## src/rtl/traffic_pkg.sv

```systemverilog
// Shared types and default timing for the four-phase intersection scheduler.
//   phase_t : the four signal phases, bit index of req/green/yellow/pending
//   stage_t : scheduler stage as presented on the stage output
//   DEF_*   : default interval lengths in clock cycles
package traffic_pkg;

  typedef enum logic [1:0] {
    NS_THRU = 2'd0,
    NS_LEFT = 2'd1,
    EW_THRU = 2'd2,
    EW_LEFT = 2'd3
  } phase_t;

  typedef enum logic [1:0] {
    IDLE    = 2'd0,
    GREEN   = 2'd1,
    YELLOW  = 2'd2,
    ALL_RED = 2'd3
  } stage_t;

  localparam int unsigned DEF_MIN_GREEN = 10;
  localparam int unsigned DEF_MAX_GREEN = 40;
  localparam int unsigned DEF_GAP_EXT   = 3;
  localparam int unsigned DEF_YELLOW_T  = 5;
  localparam int unsigned DEF_ALL_RED_T = 2;

  function automatic logic [3:0] phase_onehot(input logic [1:0] p);
    return 4'b0001 << p;
  endfunction

endpackage

```

## src/rtl/rr_phase_picker.sv

```systemverilog
// Round-robin phase picker (combinational).
//   pending      : latched demand per phase
//   active_phase : phase currently or last served
//   next         : first pending phase searching active_phase+1, +2, +3, +0
//   valid        : some phase is pending
module rr_phase_picker
  import traffic_pkg::*;
(
  input  logic [3:0] pending,
  input  logic [1:0] active_phase,
  output logic [1:0] next,
  output logic       valid
);

  always_comb begin
    next  = '0;
    valid = 1'b0;
    // Offset 4 wraps to the active phase itself, so it is considered last.
    for (int unsigned i = 1; i <= 4; i++) begin
      if (!valid && pending[active_phase + 2'(i)]) begin
        next  = active_phase + 2'(i);
        valid = 1'b1;
      end
    end
  end

endmodule

```

## src/rtl/traffic_phase_sched.sv

```systemverilog
// Four-phase signal scheduler: latches demand, serves phases round-robin,
// times green (min/max/gap-out), yellow and all-red, honours emergency preempt.
//   clk, rst_n         : clock (rising edge), asynchronous active-low reset
//   req[3:0]           : level demand per phase
//   preempt            : emergency preempt (level)
//   preempt_phase[1:0] : phase forced while preempt=1
//   green/yellow[3:0]  : one-hot registered lamps
//   stage[1:0]         : IDLE/GREEN/YELLOW/ALL_RED
//   active_phase[1:0]  : phase currently or last served
//   phase_start        : pulse on first green cycle of a phase
//   pending[3:0]       : latched demand not yet served
module traffic_phase_sched
  import traffic_pkg::*;
#(
  parameter int unsigned MIN_GREEN = DEF_MIN_GREEN,
  parameter int unsigned MAX_GREEN = DEF_MAX_GREEN,
  parameter int unsigned GAP_EXT   = DEF_GAP_EXT,
  parameter int unsigned YELLOW_T  = DEF_YELLOW_T,
  parameter int unsigned ALL_RED_T = DEF_ALL_RED_T
) (
  input  logic       clk,
  input  logic       rst_n,
  input  logic [3:0] req,
  input  logic       preempt,
  input  logic [1:0] preempt_phase,
  output logic [3:0] green,
  output logic [3:0] yellow,
  output logic [1:0] stage,
  output logic [1:0] active_phase,
  output logic       phase_start,
  output logic [3:0] pending
);

  localparam int unsigned TW = $clog2(MAX_GREEN + 1);
  localparam int unsigned GW = $clog2(GAP_EXT + 1);

  // Terminal timer values: "k cycles in state" is timer == k-1.
  localparam logic [TW-1:0] T_MIN = TW'(MIN_GREEN - 1);
  localparam logic [TW-1:0] T_MAX = TW'(MAX_GREEN - 1);
  localparam logic [TW-1:0] T_YEL = TW'(YELLOW_T - 1);
  localparam logic [TW-1:0] T_AR  = TW'(ALL_RED_T - 1);
  localparam logic [GW-1:0] GAP_LOAD = GW'(GAP_EXT);

  stage_t        stage_q, stage_d;
  logic [1:0]    phase_q, phase_d;
  logic [TW-1:0] timer_q, timer_d;
  logic [GW-1:0] gap_q, gap_d;
  logic [3:0]    pending_q, pending_d;
  logic [3:0]    green_q, green_d;
  logic [3:0]    yellow_q, yellow_d;
  logic          start_q, start_d;

  logic [1:0]    pick_next;
  logic          pick_valid;
  logic [3:0]    act_mask;
  logic          other_pending;
  logic          enter_green;

  rr_phase_picker u_picker (
    .pending      (pending_q),
    .active_phase (phase_q),
    .next         (pick_next),
    .valid        (pick_valid)
  );

  always_comb begin
    stage_d       = stage_q;
    phase_d       = phase_q;
    act_mask      = phase_onehot(phase_q);
    other_pending = |(pending_q & ~act_mask);

    unique case (stage_q)
      IDLE: begin
        if (preempt) begin
          stage_d = GREEN;
          phase_d = preempt_phase;
        end else if (pick_valid) begin
          stage_d = GREEN;
          phase_d = pick_next;
        end
      end
      GREEN: begin
        if (preempt) begin
          if (preempt_phase != phase_q) stage_d = YELLOW;
        end else if (timer_q >= T_MIN && other_pending &&
                     (gap_q == '0 || timer_q >= T_MAX)) begin
          stage_d = YELLOW;
        end
      end
      YELLOW: begin
        if (timer_q == T_YEL) stage_d = ALL_RED;
      end
      ALL_RED: begin
        if (timer_q == T_AR) begin
          if (preempt) begin
            stage_d = GREEN;
            phase_d = preempt_phase;
          end else if (pick_valid) begin
            stage_d = GREEN;
            phase_d = pick_next;
          end else begin
            stage_d = IDLE;
          end
        end
      end
      default: stage_d = IDLE;
    endcase

    enter_green = (stage_d == GREEN) && (stage_q != GREEN);

    // Timer saturates so an indefinite green rest cannot wrap into a false MIN/MAX hit.
    if (stage_d != stage_q)  timer_d = '0;
    else if (timer_q == '1)  timer_d = timer_q;
    else                     timer_d = timer_q + TW'(1);

    // Gap only tracks the served detector during green; it restarts from zero each phase.
    if (stage_q == GREEN) begin
      if (req[phase_q])      gap_d = GAP_LOAD;
      else if (gap_q == '0)  gap_d = '0;
      else                   gap_d = gap_q - GW'(1);
    end else begin
      gap_d = '0;
    end

    pending_d = pending_q | (req & ~((stage_q == GREEN) ? act_mask : 4'b0000));
    if (enter_green) pending_d = pending_d & ~phase_onehot(phase_d);

    // Lamps are decoded from the next state so they register on the same edge.
    green_d  = (stage_d == GREEN)  ? phase_onehot(phase_d) : 4'b0000;
    yellow_d = (stage_d == YELLOW) ? phase_onehot(phase_d) : 4'b0000;
    start_d  = enter_green;
  end

  always_ff @(posedge clk or negedge rst_n) begin
    if (!rst_n) begin
      stage_q   <= IDLE;
      phase_q   <= '0;
      timer_q   <= '0;
      gap_q     <= '0;
      pending_q <= '0;
      green_q   <= '0;
      yellow_q  <= '0;
      start_q   <= 1'b0;
    end else begin
      stage_q   <= stage_d;
      phase_q   <= phase_d;
      timer_q   <= timer_d;
      gap_q     <= gap_d;
      pending_q <= pending_d;
      green_q   <= green_d;
      yellow_q  <= yellow_d;
      start_q   <= start_d;
    end
  end

  assign green        = green_q;
  assign yellow       = yellow_q;
  assign stage        = stage_q;
  assign active_phase = phase_q;
  assign phase_start  = start_q;
  assign pending      = pending_q;

endmodule
```

## config.mk

```make
export PLATFORM = sky130hd
export DESIGN_NAME = traffic_phase_sched
export DESIGN_NICKNAME = d
export VERILOG_FILES = /design/src/rtl/traffic_pkg.sv /design/src/rtl/rr_phase_picker.sv /design/src/rtl/traffic_phase_sched.sv
export SDC_FILE = /design/constraint.sdc
export NUM_CORES = 1
export LEC_CHECK = 0
export ABC_CLOCK_PERIOD_IN_PS = 3700
export CAP_MARGIN = 20
export CORE_MARGIN = 1.5
export CORE_UTILIZATION = 55
export DETAILED_ROUTE_END_ITERATION = 8
export PLACE_DENSITY_LB_ADDON = 0.2
export SLEW_MARGIN = 20
export SYNTH_ARGS = -nofsm -noshare
export SYNTH_HDL_FRONTEND = slang
export SYNTH_SLANG_ARGS = --single-unit
```

## constraint.sdc

```tcl
create_clock -name clk -period 3.7 [get_ports clk]
set_input_delay 0.74 -clock clk [delete_from_list [all_inputs] [get_ports clk]]
set_output_delay 0.74 -clock clk [all_outputs]
set_load 0.02 [all_outputs]
```

# Word-level counts from Yosys, hierarchy flattened
# Cells that the tools add are included.
# totals
register_bits,25
output_inout_bits,17
word_cells,94
# classes
add_sub_neg,5
magnitude_cmp,6
n_eq_ne,12
n_shift,2
n_mux,41
bitwise_logic,7
reduce_logical,13
# op_table
operator,count
2-bit 2-to-1 mux,17
4-bit 2-to-1 mux,4
4-bit AND,3
"2-bit by 3-bit < comparator with 1-bit output, second input constant",4
6-bit 2-to-1 mux,2
4-bit inverter,3
1-bit 2-to-1 mux,11
1-bit binary-select mux with 2-bit select,5
2-bit case mux with 4 select lines,1
"1-bit by 2-bit << shifter with 4-bit output, first input constant",2
"6-bit by 1-bit adder with 6-bit output, second input constant",1
"2-bit == test, second input constant",3
"6-bit by 1-bit == test with 1-bit output, second input constant",1
"6-bit by 3-bit == test with 1-bit output, second input constant",1
"6-bit == test, second input constant",1
"6-bit by 4-bit >= comparator with 1-bit output, second input constant",1
"6-bit >= comparator, second input constant",1
1-bit logical AND,6
"2-bit adder, second input constant",2
"2-bit by 1-bit == test with 1-bit output, second input constant",2
2-bit logical NOT,2
2-bit != test,2
4-bit bitwise OR,1
2-bit case mux with 2 select lines,1
other kinds (7),9

# Longest topological paths before layout
# Gate-level depths: netlist of the first run.
# logic_depth
ltp_word,21
mapped_depth,12
ltp_nobuf,9

# Modules after synthesis
# Synthesis of the first run repeated with hierarchy kept, for this count alone.
# unflattened
cells_unflattened,177
area_unflattened_um2,1735.4
# modules_own_cells
mod,instances,cells_per_inst,area_per_inst_um2,seq_area_each_um2
traffic_phase_sched,1,163,1644.1,625.6
rr_phase_picker,1,14,91.3,0.0

# Least setup slack after synthesis of the first run
# Ideal clock, no wire load.
# synth_timing
path_type,flip-flop to flip-flop
from,"register phase_q[0], in the netlist active_phase[0]"
to,"register yellow_q[2], in the netlist yellow[2]"
setup_ns,0.101
arrival_ns,2.864
slack_ns,0.735
stages_incl_launch_ff,11
path_buffers,2
period_less_slack_ns,2.965
path_cell_list,dfrtp_1 -> buf_2 -> inv_1 -> ha_1 -> clkbuf_1 -> mux4_1 -> or2_4 -> o41ai_2 -> a31o_4 -> a21oi_4 -> nor4_1
# synth_between
elab_chain_cells,19
# synth_rtl
element,line,rtl
"start, declared",traffic_phase_sched.sv:45,"logic [1:0] phase_q, phase_d;"
"start signal, assigned",traffic_phase_sched.sv:146,phase_q <= phase_d;
2-bit by 1-bit adder with 2-bit output,rr_phase_picker.sv:20,if (!valid && pending[active_phase + 2'(i)]) begin
1-bit binary-select mux with 2-bit select,rr_phase_picker.sv:20,
1-bit 2-to-1 mux (implied by the code),rr_phase_picker.sv:20,
1-bit 2-to-1 mux,rr_phase_picker.sv:20,
1-bit logical NOT,rr_phase_picker.sv:20,
1-bit logical AND,rr_phase_picker.sv:20,
1-bit 2-to-1 mux,rr_phase_picker.sv:20,
1-bit logical NOT,rr_phase_picker.sv:20,
(+5 left out),-,
1-bit 2-to-1 mux,traffic_phase_sched.sv:98,end else if (pick_valid) begin
1-bit 2-to-1 mux,traffic_phase_sched.sv:95,if (preempt) begin
2-bit 2-to-1 mux,traffic_phase_sched.sv:94,if (timer_q == T_AR) begin
2-bit case mux with 4 select lines (*),traffic_phase_sched.sv:72,unique case (stage_q)
named net stage_d[0],traffic_phase_sched.sv:44,"stage_t stage_q, stage_d;"
2-bit == test (*),traffic_phase_sched.sv:130,yellow_d = (stage_d == YELLOW) ? phase_onehot(phase_d) : 4'b0000;
4-bit 2-to-1 mux (*),traffic_phase_sched.sv:130,
named net yellow_d[2],traffic_phase_sched.sv:50,"logic [3:0] yellow_q, yellow_d;"
"end signal, assigned",traffic_phase_sched.sv:151,yellow_q <= yellow_d;
"end, declared",traffic_phase_sched.sv:50,
# The timed path passes the listed nets; every way through them passes the cells marked *. The select of a mux whose other input is x is not followed.
# A chain may end at the register's enable or synchronous reset.

# Final worst setup path of the first run
# layout_timing
from,input preempt
to,"register pending_q[0], in the netlist pending[0]"
# layout_lines
element,line,rtl
"start, declared",traffic_phase_sched.sv:24,"input logic preempt,"
"2-bit 2-to-1 mux, on equally long branches","traffic_phase_sched.sv:83, traffic_phase_sched.sv:74",
2-bit case mux with 4 select lines (*),traffic_phase_sched.sv:72,
named net stage_d[1],traffic_phase_sched.sv:44,
2-bit by 1-bit == test with 1-bit output (*),traffic_phase_sched.sv:109,enter_green = (stage_d == GREEN) && (stage_q != GREEN);
1-bit logical AND (*),traffic_phase_sched.sv:109,
named net enter_green,traffic_phase_sched.sv:57,logic enter_green;
4-bit 2-to-1 mux (*),traffic_phase_sched.sv:126,if (enter_green) pending_d = pending_d & ~phase_onehot(phase_d);
named net pending_d[0],traffic_phase_sched.sv:48,"logic [3:0] pending_q, pending_d;"
"end signal, assigned",traffic_phase_sched.sv:149,pending_q <= pending_d;
"end, declared",traffic_phase_sched.sv:48,
# The timed path passes the listed nets; every way through them passes the cells marked *.

==> results.ini, run 1 <==
[die]
initial_core_util_pct = 59.1
die_area_mm2 = 0.00372
rows = 20
io_pins = 26
die_w_um = 61.0
design.core.area_mm2 = 0.00313
fp.dieH_um = 61.0

[placed_design]
dp_hpwl_um = 3200
dpl_worst_slack_ns = 0.567
dp.cells = 252
place_congestion = 0.831
port_buffers = 25

[detailed_routing]
drcViolationCount = 0
drt_iter0_markers = 213
drtPass1Iterations = 4
wl_per_cell_um = 16.7
drtAntennaViolNets = 0
wl_um = 4290
vias = 1591
vias_per_cell = 6.21

[finish]
areaGrowthSynthToFinish_pct = 16.1
n_antenna_cell = 0
layout.cells.non_filler = 256
drive_gt1_share_pct = 10.8
fin_nets = 234
layout_commonest_cell = dfrtp_1
mostFrequentLayoutCells = dfrtp_1 (25), clkdlybuf4s50_1 (24), a21oi_1 (13), ha_1 (12), nand2_1 (11)

[logic_synthesis]
synthArstFlopShare_pct = 100
synth_top_family_by_area = compound AO/OA/AOI/OAI gates
synth_compound_area_share_pct = 22.1
yosys.area_share.adder_pct = 8.12
synthSimpleGateAreaFrac_pct = 21.2
seq_area_frac_synth_pct = 33.9
post_synth.cell_area_avg_um2 = 9.68
yosys_warnings = 0
ys.flop_type = dfrtp_1
synth_xor_area_share_pct = 1.42
synth.distinct_cells = 54
netlist_area_mm2 = 0.00185
synth_mux_area_share_pct = 8.67
synth-edff-count = 0
syn-instance-count = 191
ys_ff_latch = 25
syn_nets = 212

[power]
power_frac_seq_pct = 24.5
swShare_pct = 51.2
p_leak_nw = 0.888
clockPowerShare_pct = 6.2
netSwitchingPower_w = 0.000943
p_per_area_mw_per_mm2 = 857
ir_drop_mv = 0.602
share_comb_of_total_power_pct = 69.3
intPower_w = 0.000897

[worst_setup_path]
cp.arrival_ns = 3.01
regToRegEndpoint = pending[0]$_DFF_PN0_
cpMaxStageDelayCell = clkdlybuf4s50_1
r2r_start = active_phase[1]$_DFF_PN0_
r2r_slack_ns = 0.89
critPathLaunch = preempt
worstPathMaxFanout = 9
rr_worst_depth = 9
crit_path_cell_trace = clkdlybuf4s50_1, nor2b_1, a22oi_1, nor4_1, o21ai_2, inv_1, a2111oi_4, a31oi_1
cp-start-kind = primary input
crit_end = pending[0]$_DFF_PN0_
crit_path_end_kind = flip-flop
cp_slowest_stage_delay_ns = 0.62
path_class = primary input to flip-flop
critPathRequiredTime_ns = 3.87

[sta]
clock.fmax_mhz = 352
layout_min_cycle_time_ns = 2.84
fin_skew_ns = 0.00111
hold_viol_final = 0
rsz0062_at_grt = false
drv_slew = 0
finalSetupViolations = 0
period_share_pct = 76.8
setup_ws_ns = 0.857
tightest_slew_ns = 0.635
slew_headroom_pct = 57.2
finalSetupTns_ns = 0

[clock_tree]
cts_setup_buffers = 0
cts_tree = yes
clock_path_buffers = 2
root_buffer = clkbuf_4
numCtsBuffers = 3
cts_sinks = 25
clk_latency_ns = 0.30
postCtsHoldBufs = 0
post_cts_resized = 0
htreeDepth = 1
clkTransAtPathRegs_ns = 0.12

[global_route]
grt_pass1_wl_um = 6890
grt_antenna_before_repair = 0
grt_max_degree = 26
grtUsageTotal_pct = 25.2
overflow = 0
first_global_vias = 1429

[job]
cap_violations = 0

[hold_path]
hold_class = primary input to asynchronous set/reset pin

[status]
status = completed

[worst max-delay path: cells and delay by family]
family / cells / cell delay (ns)
buf+inv: 2 / 0.77
simple gates: 2 / 0.20
compound gates: 4 / 1.30
[cells in the mapped netlist, drive strengths merged, types with 2 or more instances]
library cell / number / area, um2
a31oi: 5 / 31.3
buf: 4 / 20.0
nor4: 11 / 81.3
a21o: 2 / 15.0
inv: 11 / 41.3
o311ai: 3 / 43.8
o22ai: 2 / 12.5
nand2b: 8 / 50.1
a211o: 2 / 17.5
nand3: 6 / 30.0
clkbuf: 6 / 23.8
or2: 2 / 15.0
nor3: 8 / 40.0
and2: 4 / 25.0
o21ai: 9 / 48.8
o41ai: 2 / 25.0
o211ai: 2 / 15.0
nor2b: 5 / 31.3
dfrtp: 25 / 626
xor2: 2 / 17.5
ha: 12 / 150
mux2i: 4 / 40.0
a2111oi: 2 / 36.3
mux4: 5 / 120
nor2: 9 / 33.8
a21oi: 14 / 81.3
nand2: 11 / 41.3
[area by class of cell]
type / count / area, um2
inverter: 11 / 41.3
sequential: 25 / 626
clock buffer: 4 / 26.3
multi-input combinational: 145 / 1140
fill: 235 / 982
tap: 44 / 55.1
timing repair buffer: 27 / 260
[power by group through the flow]
stage | logic [W] | clock network [W] | registers (W)
final | 0.00128 | 0.000114 | 0.000450
after global routing | 0.00137 | 0.000126 | 0.000462
after CTS | 0.00126 | 0.000118 | 0.000448
after detailed placement | 0.00125 | 0 | 0.000454
after global placement | 0.00120 | 0 | 0.000447
after floorplan | 0.000864 | 0 | 0.000498
[state kept, by name, summed over array words and instances (netlist names)]
name / cells
timer_q: 6
green: 4
pending: 4
yellow: 4
active_phase: 2
gap_q: 2
stage: 2
phase_start: 1
[worst min-delay path by stage]
| stage | slack [ns] | from | endpoint | depth (start not counted) |
|---|---|---|---|---|
| 5_1_grt | 0.44 | rst_n | yellow[1]$_DFF_PN0_ | 1 |
| 2_1_floorplan | 0.44 | rst_n | active_phase[0]$_DFF_PN0_ | 0 |
| 3_3_place_gp | 0.53 | gap_q[1]$_DFF_PN0_ | gap_q[1]$_DFF_PN0_ | 2 |
| 3_5_place_dp | 0.54 | gap_q[1]$_DFF_PN0_ | gap_q[1]$_DFF_PN0_ | 2 |
| 6_report | 0.39 | rst_n | yellow[3]$_DFF_PN0_ | 1 |
| 4_1_cts | 0.57 | gap_q[1]$_DFF_PN0_ | gap_q[1]$_DFF_PN0_ | 2 |
[kinds of logic (layout without fill, tap and decap cells)]
group / count (synthesis) / in the layout
multiplexers: 9 / 9
adder cells (fa/ha/maj): 12 / 12
flip-flops: 25 / 25
AND/OR/NAND/NOR: 70 / 70
XOR/XNOR: 3 / 3
AO/OA/AOI/OAI: 51 / 51
buffers and inverters: 21 / 42
[metal layers]
layer / share of wire [%] / GRT usage, % / up-vias / routed length [um]
met1: 46 / 39.1 / 753 / 1970
met4: 1.9 / 8.07 / 0 / 83
met2: 46 / 36.7 / 72 / 1950
met5: 0 / 0 / - / 0
met3: 6.4 / 3.20 / 15 / 273
li1: - / - / 751 / -
[metrics by stage]
step | total power, W | util, % | hold WS [ns] | instance area [um2]
2_1_floorplan | 0.00136 | - | 0.444 | 1850
3_3_place_gp | 0.00165 | 67.9 | 0.534 | 2120
3_5_place_dp | 0.00170 | 67.9 | 0.539 | 2120
4_1_cts | 0.00182 | 68.8 | 0.572 | 2150
5_1_grt | 0.00196 | 68.6 | 0.441 | 2150
6_report | 0.00184 | 68.6 | 0.392 | 2150
Note: power is estimated with default switching activity, not from simulation.
==> run 2: changes to the inputs <==
Settings changed: ABC_CLOCK_PERIOD_IN_PS 3700 to 2500, CORE_UTILIZATION 55 to 49.
Clock period 3.7 ns to 2.5 ns, I/O delays scaled along.
==> run 2 against run 1 <==
Effect of this change: the flow now finishes with violations (setup timing); first-iteration DRC count shrank 15%; count of clock-buffer cells in the layout is the same; register-to-register slack lost 0.96 ns; die area grew 12%; non-clock buffer count grew 47; critical path type is now flip-flop to flip-flop; critical endpoint is now yellow[3]$_DFF_PN0_; largest power group unchanged.
==> results.ini, run 2 (same netlist as run 1, synthesis figures left out) <==
[die]
initial_core_util_pct = 50.9  ; was 59.1%
die_w_um = 64.4  ; was 61.0 um
fp.dieH_um = 64.4  ; was 61.0 um
die_area_mm2 = 0.00415  ; was 0.00372 mm2
io_pins = 26  ; unchanged
design.core.area_mm2 = 0.00363  ; was 0.00313 mm2
rows = 22  ; was 20

[global_route]
first_global_vias = 1699  ; was 1,429
grt_use_met1_pct = 33.3  ; was 39.1%
grt_busiest_layer = met2  ; was met1
grt.met3_usage_pct = 1.74  ; was 3.20%
grt_max_degree = 15  ; was 26
grt_pass1_wl_um = 8070  ; was 6890 um
grtUsageTotal_pct = 24.1  ; was 25.2%
grt_antenna_before_repair = 0  ; unchanged
overflow = 0  ; unchanged
grt_use_met2_pct = 41.5  ; was 36.7%

[worst_setup_path]
r2r_start = active_phase[1]$_DFF_PN0_  ; unchanged
worstPathMaxFanout = 6  ; was 9
crit_path_cell_trace = buf_4, ha_1, nand2b_1, a41o_1, o311ai_4, a21o_1, buf_4, buf_4, a21oi_4, nor4_2  ; was clkdlybuf4s50_1, nor2b_1, a22oi_1, nor4_1, o21ai_2, inv_1, a2111oi_4, a31oi_1
critPathRequiredTime_ns = 2.65  ; was 3.87 ns
crit_top_cell = buf_4
path_class = flip-flop to flip-flop  ; was primary input to flip-flop
cp_slowest_stage_delay_ns = 0.41  ; was 0.62 ns
cp-start-kind = flip-flop  ; was primary input
cpMaxStageDelayCell = dfrtp_2  ; was clkdlybuf4s50_1
r2r_slack_ns = -0.07  ; was 0.89 ns
crit_path_end_kind = flip-flop  ; unchanged
cp.arrival_ns = 2.73  ; was 3.01 ns
regToRegEndpoint = yellow[3]$_DFF_PN0_  ; was pending[0]$_DFF_PN0_
rr_worst_depth = 10  ; was 9

[clock_tree]
cts_sinks = 25  ; unchanged
htreeDepth = 1  ; unchanged
clk_latency_ns = 0.25  ; was 0.30 ns
root_buffer = clkbuf_8  ; was clkbuf_4
clock_path_buffers = 2  ; unchanged
clkTransAtPathRegs_ns = 0.08  ; was 0.12 ns
numCtsBuffers = 3  ; unchanged
postCtsHoldBufs = 0  ; unchanged
cts_tree = yes  ; unchanged

[finish]
n_antenna_cell = 0  ; unchanged
largest_register_ffs = 6  ; unchanged
regMostFlops = timer_q  ; unchanged
areaGrowthSynthToFinish_pct = 49.9  ; was 16.1%
mostFrequentLayoutCells = buf_4 (48), clkdlybuf4s50_1 (25), dfrtp_1 (23), nand2_1 (11), a21oi_1 (10)  ; was dfrtp_1 (25), clkdlybuf4s50_1 (24), a21oi_1 (13), ha_1 (12), nand2_1 (11)
fin_nets = 281  ; was 234
drive_gt1_share_pct = 40.9  ; was 10.8%
layout_commonest_cell = buf_4  ; was dfrtp_1

[power]
ir_drop_mv = 1.38  ; was 0.602 mV
netSwitchingPower_w = 0.00180  ; was 0.000943 W
p_leak_nw = 1.16  ; was 0.888 nW
clockPowerShare_pct = 5.8  ; was 6.2%
swShare_pct = 47.5  ; was 51.2%
share_comb_of_total_power_pct = 77.3  ; was 69.3%
power_frac_seq_pct = 16.9  ; was 24.5%
power_w = 0.00380  ; was 0.00184 W
p_per_area_mw_per_mm2 = 1370  ; was 857 mW/mm2
intPower_w = 0.00199  ; was 0.000897 W

[sta]
setup_ws_ns = -0.0715  ; was 0.857 ns
finalSetupTns_ns = -0.338  ; was 0 ns
rsz0062_at_grt = true  ; was false
slew_headroom_pct = 67.0  ; was 57.2%
finalSetupViolations = 10  ; was 0
fin_skew_ns = 0.00381  ; was 0.00111 ns
period_share_pct = 103
drv_slew = 0  ; unchanged
tightest_slew_ns = 0.494  ; was 0.635 ns
layout_min_cycle_time_ns = 2.57
hold_viol_final = 0  ; unchanged
clock.fmax_mhz = 389

[detailed_routing]
vias_per_cell = 6.07  ; was 6.21
vias = 1863  ; was 1,591
drcViolationCount = 0  ; unchanged
drtAntennaViolNets = 0  ; unchanged
drtPass1Iterations = 4  ; unchanged
wl_um = 5260  ; was 4290 um
wl_per_cell_um = 17.1  ; was 16.7 um
drt_iter0_markers = 182  ; was 213

[placed_design]
dpl_worst_slack_ns = -0.155  ; was 0.567 ns
port_buffers = 25  ; unchanged
place_congestion = 0.887  ; was 0.831
dp_hpwl_um = 3790  ; was 3200 um

[hold_path]
min_path_cells = 2
min_to = gap_q[1]$_DFF_PN0_
hold_class = flip-flop to flip-flop  ; was primary input to asynchronous set/reset pin
hold_path.startpoint = gap_q[1]$_DFF_PN0_

[job]
cap_violations = 0  ; unchanged

[status]
status = complete, but fails checks  ; was completed
failed_checks = setup timing

run 2: worst max-delay path by stage:
stage	start	to	slack, ns
2_1_floorplan	active_phase[0]$_DFF_PN0_	pending[0]$_DFF_PN0_	-0.02
3_3_place_gp	preempt	timer_q[4]$_DFFE_PN0P_	-0.03
3_5_place_dp	preempt	timer_q[1]$_DFFE_PN0P_	-0.15
4_1_cts	timer_q[1]$_DFFE_PN0P_	pending[3]$_DFF_PN0_	0.007
5_1_grt	active_phase[1]$_DFF_PN0_	yellow[3]$_DFF_PN0_	-0.18
6_report	active_phase[1]$_DFF_PN0_	yellow[3]$_DFF_PN0_	-0.07
run 2: cell type report:
type,count,area (um2)
repair buffers,74,622
well taps,48,60.1
flip-flops and latches,25,628
inverters,11,46.3
multi-input cells,145,1370
clock buffers,4,45.0
fillers,240,863
run 2: power groups by stage:
stage | Sequential [W] | Combinational [W] | Clock, W
3_3_place_gp | 0.000638 | 0.00221 | 0
4_1_cts | 0.000633 | 0.00240 | 0.000225
2_1_floorplan | 0.000742 | 0.00138 | 0
3_5_place_dp | 0.000644 | 0.00229 | 0
6_report | 0.000641 | 0.00294 | 0.000219
5_1_grt | 0.000657 | 0.00314 | 0.000243
run 2: metal layers:
| layer | wire, um | up-vias |
|---|---|---|
| li1 | - | 847 |
| met1 | 2310 | 935 |
| met2 | 2630 | 73 |
| met3 | 239 | 8 |
| met4 | 76 | 0 |
| met5 | 0 | - |
run 2: metrics by stage:
step           instances  hold WS [ns]  utilization, %  area (um2)
4_1_cts              293         0.584            69.1        2510
3_5_place_dp         286         0.563            66.2        2400
2_1_floorplan        191         0.204               -        1910
3_3_place_gp         286         0.543            66.2        2400
5_1_grt              307         0.607            76.2        2770
6_report             307         0.574            76.2        2770
run 2: worst max-delay path, delay by kind of cell (launching register included):
kind            cells  cell delay [ns]
buf+inv             3             0.41
flops               1             0.41
fa+ha+maj           1             0.22
simple gates        2             0.43
compound gates      4             1.00
run 2: timing repair:
action / 4_1_cts / 5_1_grt
pin swaps: 7 / 19
gates cloned: 0 / 0
endpoints found under the hold margin: 0 / 0
resized for setup: 10 / 30
setup buffers: 3 / 14
endpoints found under the setup margin: 19 / 20
==> run 3: changes to the inputs <==
Settings changed: CORE_UTILIZATION 49 to 31.
==> run 3 against run 2 <==
Effect of this change: the flow still finishes with violations (setup timing); design area is 0.86% lower; count of clock-buffer cells in the layout is 1 lower; hold slack better by 0.0083 ns; routed wire length is 7.4% lower; final cell count is 6.8% higher; via count is 8.9% lower; total power is 4.7% lower; sequential share of layout area is 0.20 points higher; die area is 55% higher; non-clock buffer count is 3 lower; critical path depth is 2 lower; largest cell class unchanged.
==> results.ini, run 3 (same netlist as run 1, synthesis figures left out) <==
[status]
status = complete, but fails checks  ; unchanged
failed_checks = setup timing  ; unchanged

[worst_setup_path]
cp-start-kind = flip-flop  ; unchanged
critPathRequiredTime_ns = 2.67  ; was 2.65 ns
crit_path_end_kind = flip-flop  ; unchanged
cp.arrival_ns = 2.69  ; was 2.73 ns
worstPathMaxFanout = 8  ; was 6
path_class = flip-flop to flip-flop  ; unchanged
rr_worst_depth = 8  ; was 10
r2r_start = active_phase[0]$_DFF_PN0_  ; was active_phase[1]$_DFF_PN0_
regToRegEndpoint = yellow[3]$_DFF_PN0_  ; unchanged
r2r_slack_ns = -0.02  ; was -0.07 ns

[sta]
period_share_pct = 101  ; was 103%
finalSetupTns_ns = -0.0508  ; was -0.338 ns
clock.fmax_mhz = 397  ; was 389 MHz
finalSetupViolations = 6  ; was 10
rsz0062_at_grt = true  ; unchanged
setup_ws_ns = -0.0158  ; was -0.0715 ns
tightest_slew_ns = 0.646  ; was 0.494 ns
drv_slew = 0  ; unchanged
layout_min_cycle_time_ns = 2.52  ; was 2.57 ns
slew_headroom_pct = 57.0  ; was 67.0%
hold_viol_final = 0  ; unchanged
fin_hold_ws_ns = 0.582  ; was 0.574 ns
fin_skew_ns = 0.00506  ; was 0.00381 ns

[finish]
mostFrequentLayoutCells = buf_4 (43), clkdlybuf4s50_1 (25), dfrtp_1 (23), nand2_1 (11)  ; was buf_4 (48), clkdlybuf4s50_1 (25), dfrtp_1 (23), nand2_1 (11), a21oi_1 (10)
areaGrowthSynthToFinish_pct = 48.6  ; was 49.9%
post-route-util_pct = 48.7  ; was 76.2%
drive_gt1_share_pct = 38.3  ; was 40.9%
fin_nets = 278  ; was 281
layout_commonest_cell = buf_4  ; unchanged
regMostFlops = timer_q  ; unchanged
n_antenna_cell = 0  ; unchanged
design_area_mm2 = 0.00275  ; was 0.00277 mm2
largest_register_ffs = 6  ; unchanged

[clock_tree]
clock_path_buffers = 2  ; unchanged
root_buffer = clkbuf_8  ; unchanged
numCtsBuffers = 3  ; unchanged
htreeDepth = 1  ; unchanged
clk_latency_ns = 0.27  ; was 0.25 ns
postCtsHoldBufs = 0  ; unchanged
clkTransAtPathRegs_ns = 0.08  ; about the same
cts_sinks = 25  ; unchanged
cts_tree = yes  ; unchanged

[detailed_routing]
vias_per_cell = 5.18  ; was 6.07
drtPass1Iterations = 4  ; unchanged
wl_per_cell_um = 14.9  ; was 17.1 um
drt_iter0_markers = 111  ; was 182
wl_um = 4870  ; was 5260 um
drcViolationCount = 0  ; unchanged
vias = 1698  ; was 1,863
drtAntennaViolNets = 0  ; unchanged

[die]
fp.dieH_um = 80.2  ; was 64.4 um
design.core.area_mm2 = 0.00564  ; was 0.00363 mm2
io_pins = 26  ; unchanged
rows = 27  ; was 22
die_area_mm2 = 0.00643  ; was 0.00415 mm2
initial_core_util_pct = 32.8  ; was 50.9%
die_w_um = 80.2  ; was 64.4 um

[hold_path]
hold_class = primary input to asynchronous set/reset pin  ; was flip-flop to flip-flop

[global_route]
grt_max_degree = 26  ; was 15
grt_antenna_before_repair = 0  ; unchanged
grtUsageTotal_pct = 15.4  ; was 24.1%
grt_pass1_wl_um = 7720  ; was 8070 um
first_global_vias = 1650  ; was 1,699
overflow = 0  ; unchanged

[power]
p_per_area_mw_per_mm2 = 1320  ; was 1370 mW/mm2
p_leak_nw = 1.17  ; was 1.16 nW
ir_drop_mv = 0.804  ; was 1.38 mV

[placed_design]
port_buffers = 25  ; unchanged
place_congestion = 0.759  ; was 0.887
dp_hpwl_um = 3730  ; was 3790 um
placed_area_mm2 = 0.00247  ; was 0.00240 mm2
dpl_worst_slack_ns = -0.147  ; was -0.155 ns

[job]
cap_violations = 0  ; unchanged

run 3: power by group:
part | switching [W] | internal (W)
combinational | 0.00147 | 0.00126
sequential | 0.000118 | 0.000528
clock | 0.000122 | 0.000111
run 3: area by class of cell:
cell class                      count  area [um2]
Sequential cell                    25         628
Fill cell                         513        2900
Multi-Input combinational cell    145        1330
Clock inverter                      1        5.00
Timing Repair Buffer               71         607
Tap cell                           72        90.1
Inverter                           11        43.8
Clock buffer                        3        41.3
run 3: how the worst max path moves through the flow:
stage / start / end / slack [ns]
floorplan: active_phase[0]$_DFF_PN0_ / pending[0]$_DFF_PN0_ / -0.02
detailed placement: timer_q[1]$_DFFE_PN0P_ / pending[2]$_DFF_PN0_ / -0.15
finish: active_phase[0]$_DFF_PN0_ / yellow[3]$_DFF_PN0_ / -0.02
global route: timer_q[1]$_DFFE_PN0P_ / pending[3]$_DFF_PN0_ / -0.14
global placement: timer_q[1]$_DFFE_PN0P_ / pending[0]$_DFF_PN0_ / -0.12
CTS: timer_q[0]$_DFFE_PN0P_ / pending[2]$_DFF_PN0_ / 0.004
run 3: what timing repair did:
action,4_1_cts,5_1_grt
setup buffers,3,6
resized for setup,5,31
pin swaps,4,10
setup endpoints to repair,16,19
run 3: stage by stage:
| stage | instances | total power (W) |
|---|---|---|
| after global routing | 328 | 0.00387 |
| after CTS | 322 | 0.00330 |
| after detailed placement | 315 | 0.00298 |
| after floorplan | 191 | 0.00212 |
| after global placement | 315 | 0.00299 |
| final | 328 | 0.00362 |
run 3: worst max-delay path, stage by stage, from the launching register on:
cell and delay [ns]:
dfrtp_2 0.50, buf_6 0.13, mux4_2 0.53, nor2b_4 0.15, a2111oi_1 0.06, or4_1 0.52
and2_4 0.18, buf_4 0.14, nor4_4 0.21
run 3: layer usage:
layer	vias to the layer above	share of wire [%]	track usage [%]
li1	845	-	-
met1	823	50	22.2
met2	25	47	24.2
met3	5	1.8	0.455
met4	0	1.6	6.21
met5	-	0	0
